[src/rtl/seq_detect_param_if.sv]
`default_nettype none
// ============================================================================
//  Module      : seq_detect_param_if
//  Description : Bundle of control, data and status signals between a serial
//                stream source and the parametrised pattern detector.
//  Revision    : 1.0  initial release
// ============================================================================
interface seq_detect_param_if #(
    parameter int PAT_W = 4,
    parameter int CNT_W = 8
);
    logic             en;
    logic             data;
    logic             overlap;
    logic             pat_load;
    logic [PAT_W-1:0] pat_in;
    logic             cnt_clr;
    logic             match;
    logic [PAT_W-1:0] hist;
    logic [PAT_W-1:0] pat;
    logic [CNT_W-1:0] match_cnt;

    // Stream source / controller side
    modport master (
        output en, data, overlap, pat_load, pat_in, cnt_clr,
        input  match, hist, pat, match_cnt
    );

    // Detector side
    modport slave (
        input  en, data, overlap, pat_load, pat_in, cnt_clr,
        output match, hist, pat, match_cnt
    );
endinterface
`default_nettype wire

[src/rtl/seq_detect_param.sv]
`default_nettype none
// ============================================================================
//  Module      : seq_detect_param
//  Description : Parametrised serial bit-pattern detector with runtime pattern
//                reload, overlapping / non-overlapping modes, fill guard and a
//                saturating match counter. Registered (Moore) match output.
//  Revision    : 1.0  initial release
// ============================================================================
module seq_detect_param #(
    parameter int             PAT_W   = 4,
    parameter logic [PAT_W-1:0] PATTERN = 4'b1101,
    parameter int             CNT_W   = 8
) (
    input  wire logic          clk,
    input  wire logic          rst,
    seq_detect_param_if.slave  bus
);
    // Fill counter must hold 0..PAT_W inclusive
    localparam int               FILL_W = $clog2(PAT_W + 1);
    localparam logic [FILL_W-1:0] C_FULL = FILL_W'(PAT_W);
    localparam logic [CNT_W-1:0]  C_CMAX = {CNT_W{1'b1}};

    logic [PAT_W-1:0]  hist_q, hist_d;
    logic [PAT_W-1:0]  pat_q,  pat_d;
    logic [FILL_W-1:0] fill_q, fill_d;
    logic              match_q, match_d;
    logic [CNT_W-1:0]  cnt_q,  cnt_d;

    logic [PAT_W-1:0]  h_next;
    logic [FILL_W-1:0] f_next;
    logic              hit;

    // Candidate history/fill after consuming the current bit, and the hit test
    always_comb begin
        h_next = {hist_q[PAT_W-2:0], bus.data};
        f_next = (fill_q == C_FULL) ? C_FULL : fill_q + 1'b1;
        hit    = bus.en && !bus.pat_load && (f_next == C_FULL) && (h_next == pat_q);
    end

    // Next-state selection: pattern load beats sampling; counter clear beats a hit
    always_comb begin
        hist_d  = hist_q;
        pat_d   = pat_q;
        fill_d  = fill_q;
        match_d = 1'b0;
        cnt_d   = cnt_q;

        if (bus.pat_load) begin
            pat_d  = bus.pat_in;
            hist_d = '0;
            fill_d = '0;
        end else if (bus.en) begin
            match_d = hit;
            if (hit && !bus.overlap) begin
                // Non-overlapping: the next match needs PAT_W fresh bits
                hist_d = '0;
                fill_d = '0;
            end else begin
                hist_d = h_next;
                fill_d = f_next;
            end
        end

        if (bus.cnt_clr) begin
            cnt_d = '0;
        end else if (hit && (cnt_q != C_CMAX)) begin
            cnt_d = cnt_q + 1'b1;
        end
    end

    // State registers with synchronous reset
    always_ff @(posedge clk) begin
        if (rst) begin
            hist_q  <= '0;
            pat_q   <= PATTERN;
            fill_q  <= '0;
            match_q <= 1'b0;
            cnt_q   <= '0;
        end else begin
            hist_q  <= hist_d;
            pat_q   <= pat_d;
            fill_q  <= fill_d;
            match_q <= match_d;
            cnt_q   <= cnt_d;
        end
    end

    assign bus.match     = match_q;
    assign bus.hist      = hist_q;
    assign bus.pat       = pat_q;
    assign bus.match_cnt = cnt_q;

endmodule
`default_nettype wire

[src/flat_wrapper.sv]
// flat-port wrapper written by rule: the top's interface ports become plain ports
module seq_detect_param_flat 
#(
    parameter int             PAT_W   = 4,
    parameter logic [PAT_W-1:0] PATTERN = 4'b1101,
    parameter int             CNT_W   = 8
)
  (clk, rst, bus_en, bus_data, bus_overlap, bus_pat_load, bus_pat_in, bus_cnt_clr, bus_match, bus_hist, bus_pat, bus_match_cnt);
  seq_detect_param_if #(.PAT_W(PAT_W), .CNT_W(CNT_W)) bus_i ();
  input  wire logic clk;
  input  wire logic rst;
  input wire logic [$bits(bus_i.en)-1:0] bus_en;
  input wire logic [$bits(bus_i.data)-1:0] bus_data;
  input wire logic [$bits(bus_i.overlap)-1:0] bus_overlap;
  input wire logic [$bits(bus_i.pat_load)-1:0] bus_pat_load;
  input wire logic [$bits(bus_i.pat_in)-1:0] bus_pat_in;
  input wire logic [$bits(bus_i.cnt_clr)-1:0] bus_cnt_clr;
  output wire logic [$bits(bus_i.match)-1:0] bus_match;
  output wire logic [$bits(bus_i.hist)-1:0] bus_hist;
  output wire logic [$bits(bus_i.pat)-1:0] bus_pat;
  output wire logic [$bits(bus_i.match_cnt)-1:0] bus_match_cnt;
  assign bus_i.en = bus_en;
  assign bus_i.data = bus_data;
  assign bus_i.overlap = bus_overlap;
  assign bus_i.pat_load = bus_pat_load;
  assign bus_i.pat_in = bus_pat_in;
  assign bus_i.cnt_clr = bus_cnt_clr;
  assign bus_match = bus_i.match;
  assign bus_hist = bus_i.hist;
  assign bus_pat = bus_i.pat;
  assign bus_match_cnt = bus_i.match_cnt;
  seq_detect_param #(.PAT_W(PAT_W), .PATTERN(PATTERN), .CNT_W(CNT_W)) u_core (.clk(clk), .rst(rst), .bus(bus_i));
endmodule
[config.mk]
export PLATFORM = sky130hd
export DESIGN_NAME = seq_detect_param_flat
export DESIGN_NICKNAME = d
export VERILOG_FILES = /design/src/rtl/seq_detect_param_if.sv /design/src/rtl/seq_detect_param.sv /design/src/flat_wrapper.sv
export SDC_FILE = /design/constraint.sdc
export NUM_CORES = 1
export LEC_CHECK = 0
export CAP_MARGIN = 10
export CORE_MARGIN = 2
export CORE_UTILIZATION = 51
export CTS_BUF_LIST = sky130_fd_sc_hd__clkbuf_2 sky130_fd_sc_hd__clkbuf_4 sky130_fd_sc_hd__clkbuf_8
export CTS_CLUSTER_DIAMETER = 150
export DETAILED_ROUTE_END_ITERATION = 6
export PLACE_DENSITY = 0.93
export SETUP_SLACK_MARGIN = 0.02
export SKIP_LAST_GASP = 1
export SYNTH_ARGS = -nofsm -noshare
export SYNTH_HDL_FRONTEND = slang
export SYNTH_SLANG_ARGS = --single-unit
[constraint.sdc]
create_clock -name clk -period 6 [get_ports clk]
set_input_delay 0.6 -clock clk [delete_from_list [all_inputs] [get_ports clk]]
set_output_delay 0.6 -clock clk [all_outputs]
set_load 0.02 [all_outputs]
# Yosys cells after proc, flatten, opt, wreduce, memory -nomap -nowiden
# Cells that the tools add are included.
[classes]
n_mul = 0
n_eq_ne = 4
shifts = 0
reduce_logical = 10
order_cmp = 0
n_bitwise = 1
add_sub_neg = 2
mux = 3
n_div = 0
[op_table]
columns = ["op", "count"]
rows = [
  ["adder 8 x 1 -> 8 bit (second input constant)", 1],
  ["inequality test 8 bit (second input constant)", 1],
  ["== test 3 bit (second input constant)", 2],
  ["two-way mux 3 bit", 2],
  ["logical AND 1 bit", 5],
  ["== test 4 bit", 1],
  ["two-way mux 4 bit", 1],
  ["OR reduction 2 bit", 2],
  ["adder 3 x 1 -> 3 bit (second input constant)", 1],
  ["OR reduction 3 bit", 1],
  ["logical NOT 1 bit", 2],
  ["NOT 1 bit", 1],
]
[totals]
input_bits = 11
memories = 0
ff_bits = 20
latch_bits = 0
mem_bits_rw = 0
mem_bits_ro = 0
output_inout_bits = 17
word_cells = 25

# Logic depth before layout (Yosys ltp)
[depth]
ltp_word = 7
depth_mapped = 8
depth_no_buf = 7

# Worst setup path after synthesis
# No wires, ideal clock.
[synth_path]
path_kind = "reg-to-reg"
startpoint = "reg u_core.fill_q[0]"
endpoint = "reg u_core.cnt_q[4], in the netlist u_core.bus.match_cnt[4]"
t_arrival_ps = 2127
path_stages_with_launch = 9
period_less_slack_ps = 2197
slack_ps = 3803
setup_time_ps = 70
cell_sequence = "dfxtp_1 > inv_1 > ha_1 > or3b_1 > nor4_2 > nand3b_1 > buf_6 > or3_1 > a21oi_1"
[synth_via]
elab_chain_cells = 6
word_cells_on_any_way = 7
cone_classes = "add/sub (1); eq/ne (2); mux (1); reduce/logical (3)"
[synth_rtl]
columns = ["item", "line", "text"]
rows = [
  ["start, declared", "seq_detect_param.sv:25", "logic [FILL_W-1:0] fill_q, fill_d;"],
  ["start signal, assigned", "seq_detect_param.sv:82", "fill_q <= fill_d;"],
  ["adder 3 x 1 -> 3 bit or == test 3 bit (tied branches)", "seq_detect_param.sv:36", "f_next = (fill_q == C_FULL) ? C_FULL : fill_q + 1'b1;"],
  ["two-way mux 3 bit (*)", "seq_detect_param.sv:36", ""],
  ["== test 3 bit (*)", "seq_detect_param.sv:37", "hit = bus.en && !bus.pat_load && (f_next == C_FULL) && (h_next == pat_q);"],
  ["logical AND 1 bit (*) (2 in a row)", "seq_detect_param.sv:37", ""],
  ["logical AND 1 bit (*)", "seq_detect_param.sv:66", "end else if (hit && (cnt_q != C_CMAX)) begin"],
  ["end signal, assigned", "seq_detect_param.sv:84", "cnt_q <= cnt_d;"],
  ["end, declared", "seq_detect_param.sv:27", "logic [CNT_W-1:0] cnt_q, cnt_d;"],
]
# Mark *: on every way between the ends. The rest lies on a longest branch, timed or not.
# A chain may end at the register's enable or synchronous reset.

# Worst setup path in the final report
[layout_path]
startpoint = "in bus_pat_load"
endpoint = "reg u_core.cnt_q[7], in the netlist u_core.bus.match_cnt[7]"
[layout_via]
elab_chain_cells = 5
[layout_rtl]
columns = ["item", "line", "text"]
rows = [
  ["start, declared", "flat_wrapper.sv:15", "input wire logic [$bits(bus_i.pat_load)-1:0] bus_pat_load;"],
  ["logical NOT 1 bit", "seq_detect_param.sv:37", ""],
  ["logical AND 1 bit (3 in a row)", "seq_detect_param.sv:37", ""],
  ["logical AND 1 bit", "seq_detect_param.sv:66", ""],
]
# Every way passes these cells.

==> impl_metrics.py <==
metrics = {
    "status": {
        "status": "completed",
    },
    "critical_path": {
        "r2r_cells": 7,
        "crit_path_end_kind": "flop",
        "r2r-end": "u_core.bus.match_cnt[7]",
        "critPathRequiredTime_ns": 6.24,
        "cp.arrival_ns": 3.08,
        "reg2reg_from": "u_core.fill_q[0]",
        "slowest_stage": "clkdlybuf4s50_1",
        "max_stage_delay_ns": 0.61,
        "crit_chain": "clkdlybuf4s50_1, or3b_1, nor4_2, nand3b_1, or4_1, a21oi_1",
        "r2r_slack_ns": 3.40,
        "path_class": "in -> reg",
        "cp_max_fo": 12,
        "worstSetupStartpointType": "input pin",
    },
    "synth": {
        "synth_ff_type": "dfxtp_1",
        "synth_top_area_share_pct": 43.66,
        "ys_seq_elements": 20,
        "yosysMostFrequentCell": "dfxtp_1",
        "synth_edf_count": 0,
        "async_flop_share_pct": 0,
        "seq_area_frac_synth_pct": 43.66,
        "synthTopCellsByArea": "dfxtp_1, a22o_1, xor2_1",
        "synthesis.area_um2": 917.1,
        "yosys-top-cells-count": "dfxtp_1, nor2_1, a21oi_1",
        "yosysWarningCount": 0,
        "syn_nets": 111,
        "netlist_instances": 97,
        "synth_top_cell_by_area": "dfxtp_1",
        "ys_types": 29,
        "synth_area_per_cell_um2": 9.455,
    },
    "grt": {
        "grt_start_max_net_pins": 13,
        "grt_pass1_vias": 814,
        "met3_usage_pct": 5.882,
        "met1_usage_pct": 24.64,
        "grt_antenna_before_repair": 0,
        "gr-max-usage-layer": "met2",
        "grt.total_usage_pct": 21.40,
        "overflow": 0,
        "grt_pass1_wl_um": 3243,
        "grt_use_met2_pct": 32.22,
    },
    "sta": {
        "worst_slew_pin_slew_ns": 0.6131,
        "finalSetupViolCount": 0,
        "setup_ws_ns": 3.157,
        "max_freq_ghz": 0.3517,
        "hold_viol_final": 0,
        "layout_worst_path_cycle_share_pct": 47.39,
        "grt_setup_unrepaired": "false",
        "fin_hold_ws_ns": 0.4891,
        "finalCriticalPeriod_ns": 2.843,
        "fin_setup_tns_ns": 0,
        "maxSlewHeadroom_pct": 58.81,
        "skew_ns": 0.007747,
        "slew_viol_final": 0,
    },
    "placement": {
        "place_congestion": 0.7959,
        "post-place-ws_ns": 2.876,
        "hpwl_um": 1434,
        "placed_area_um2": 1196,
        "portBuffers": 27,
    },
    "clock_tree": {
        "clk_pin_slew_ns": 0.10,
        "clk_path_buf_depth": 2,
        "hold_buffers": 0,
        "post_cts_buffers": 0,
        "cts.sink_count": 20,
        "clock_latency_ns": 0.31,
        "cts_tree": "done",
        "h-tree-depth": 1,
        "cts_made_buffers": 3,
        "cts-resized-gates": 0,
        "cts_root_buf": "clkbuf_4",
    },
    "power_and_ir_drop": {
        "seq_power_share_pct": 56.8,
        "p_per_area_nw_per_um2": 196.9,
        "p_sw_share_pct": 23.07,
        "clkPwrFrac_pct": 32.3,
        "p_leak_uw": 0.0004402,
        "p_int_uw": 186.7,
        "total_power_uw": 242.6,
        "p_sw_uw": 55.97,
        "peakVddDrop_v": 0.0001379,
        "comb_power_share_pct": 10.9,
    },
    "route": {
        "drc": 0,
        "drt_iter0_drc": 10,
        "finalWirelength_um": 1913,
        "wire_per_inst_um": 12.84,
        "drtPass1Iterations": 7,
        "detail-route-antenna-nets": 0,
        "via_count": 823,
        "vias_per_cell": 5.523,
    },
    "cells_and_area": {
        "area_growth_pct": 34.38,
        "seqCellArea_um2": 400.4,
        "multi_input_area_um2": 479.2,
        "final_area_um2": 1232,
        "nets": 139,
        "num_antenna_cells": 0,
        "layout-drive-gt1-share_pct": 5.645,
        "num-fill-cells": 133,
    },
    "die": {
        "initial_core_util_pct": 53.70,
        "die_x_um": 46.41,
        "die_area_um2": 2153,
        "coreArea_um2": 1708,
        "die_h_um": 46.41,
        "num_rows": 15,
        "io_pins": 28,
    },
    "min_path": {
        "whs_path_depth": 1,
        "hold_path_class": "reg -> reg",
        "hold_end": "u_core.bus.hist[3]",
        "worstHoldStart": "u_core.bus.hist[3]",
    },
    "run": {
        "maxCapViolCount": 0,
    },
}
[state kept, by name, summed over array words and instances (netlist names)]
register / flops
u_core.fill_q: 3
u_core.bus.pat: 4
u_core.bus.hist: 4
u_core.bus.match_cnt: 8
u_core.bus.match: 1
[cell type report]
cell class,count,share of cell area (%)
Sequential cell,20,32.49
Clock buffer,4,2.944
Multi-Input combinational cell,69,38.88
Tap cell,25,2.538
Inverter,4,1.218
Timing Repair Buffer,27,21.93
[power groups by stage]
stage                     clock (uW)  combinational (uW)  sequential [uW]
final                           78.5                26.3              138
after global routing            85.0                28.9              138
after CTS                       80.9                26.4              138
after floorplan                    0                10.7              143
after detailed placement           0                26.2              141
after global placement             0                25.5              141
[worst max-delay path: cells and delay by family]
family	cells	cell delay, ns
buffers and inverters	1	0.61
AO/OA/AOI/OAI	1	0.16
AND/OR/NAND/NOR	4	1.71
[layer usage]
layer,vias to the layer above,routed length [um]
met3,6,109
met5,-,0
met1,375,853
li1,409,-
met4,0,40
met2,33,909
[cells in the final DEF (no fill, tap or decap), types with 2 or more instances in the layout]
cell	netlist	routed
clkdlybuf4s50_1	0	27
nor3_1	3	3
nand2_1	3	3
ha_1	3	3
dfxtp_1	20	20
o31ai_1	2	2
mux2i_1	4	4
xor2_1	5	5
or3_1	3	3
nand3_1	5	5
a22o_1	5	5
a211o_1	3	3
clkbuf_4	0	3
nor2_1	8	8
or4_1	2	2
nor2b_1	4	4
inv_1	4	4
o21ai_0	3	3
a21oi_1	7	7
[how the worst max path moves through the flow]
stage	startpoint	end	cells past startpoint
after floorplan	u_core.fill_q[0]	u_core.bus.match_cnt[4]	8
after detailed placement	bus_pat_load	u_core.bus.match_cnt[5]	6
after CTS	bus_pat_load	u_core.bus.match_cnt[5]	6
after global routing	bus_pat_load	u_core.bus.match_cnt[7]	6
after global placement	bus_pat_load	u_core.bus.match_cnt[7]	6
final	bus_pat_load	u_core.bus.match_cnt[7]	6
[stage by stage]
step / instances / util, %
floorplan: 97 / -
global placement: 145 / 70.04
detailed placement: 145 / 70.04
CTS: 149 / 72.16
global route: 149 / 72.16
finish: 149 / 72.16
[logic make-up after synthesis]
| kind of cell | count (synthesis) | synth area share [%] |
|---|---|---|
| buffers and inverters | 8 | 4.092 |
| muxes | 4 | 4.366 |
| xor gates and xnor gates | 5 | 4.775 |
| and+or+nand+nor | 34 | 20.74 |
| DFF | 20 | 43.66 |
| AOI/OAI and AO/OA | 23 | 18.28 |
| adders and majority gates | 3 | 4.093 |
Power figures use the tool's default switching activity.
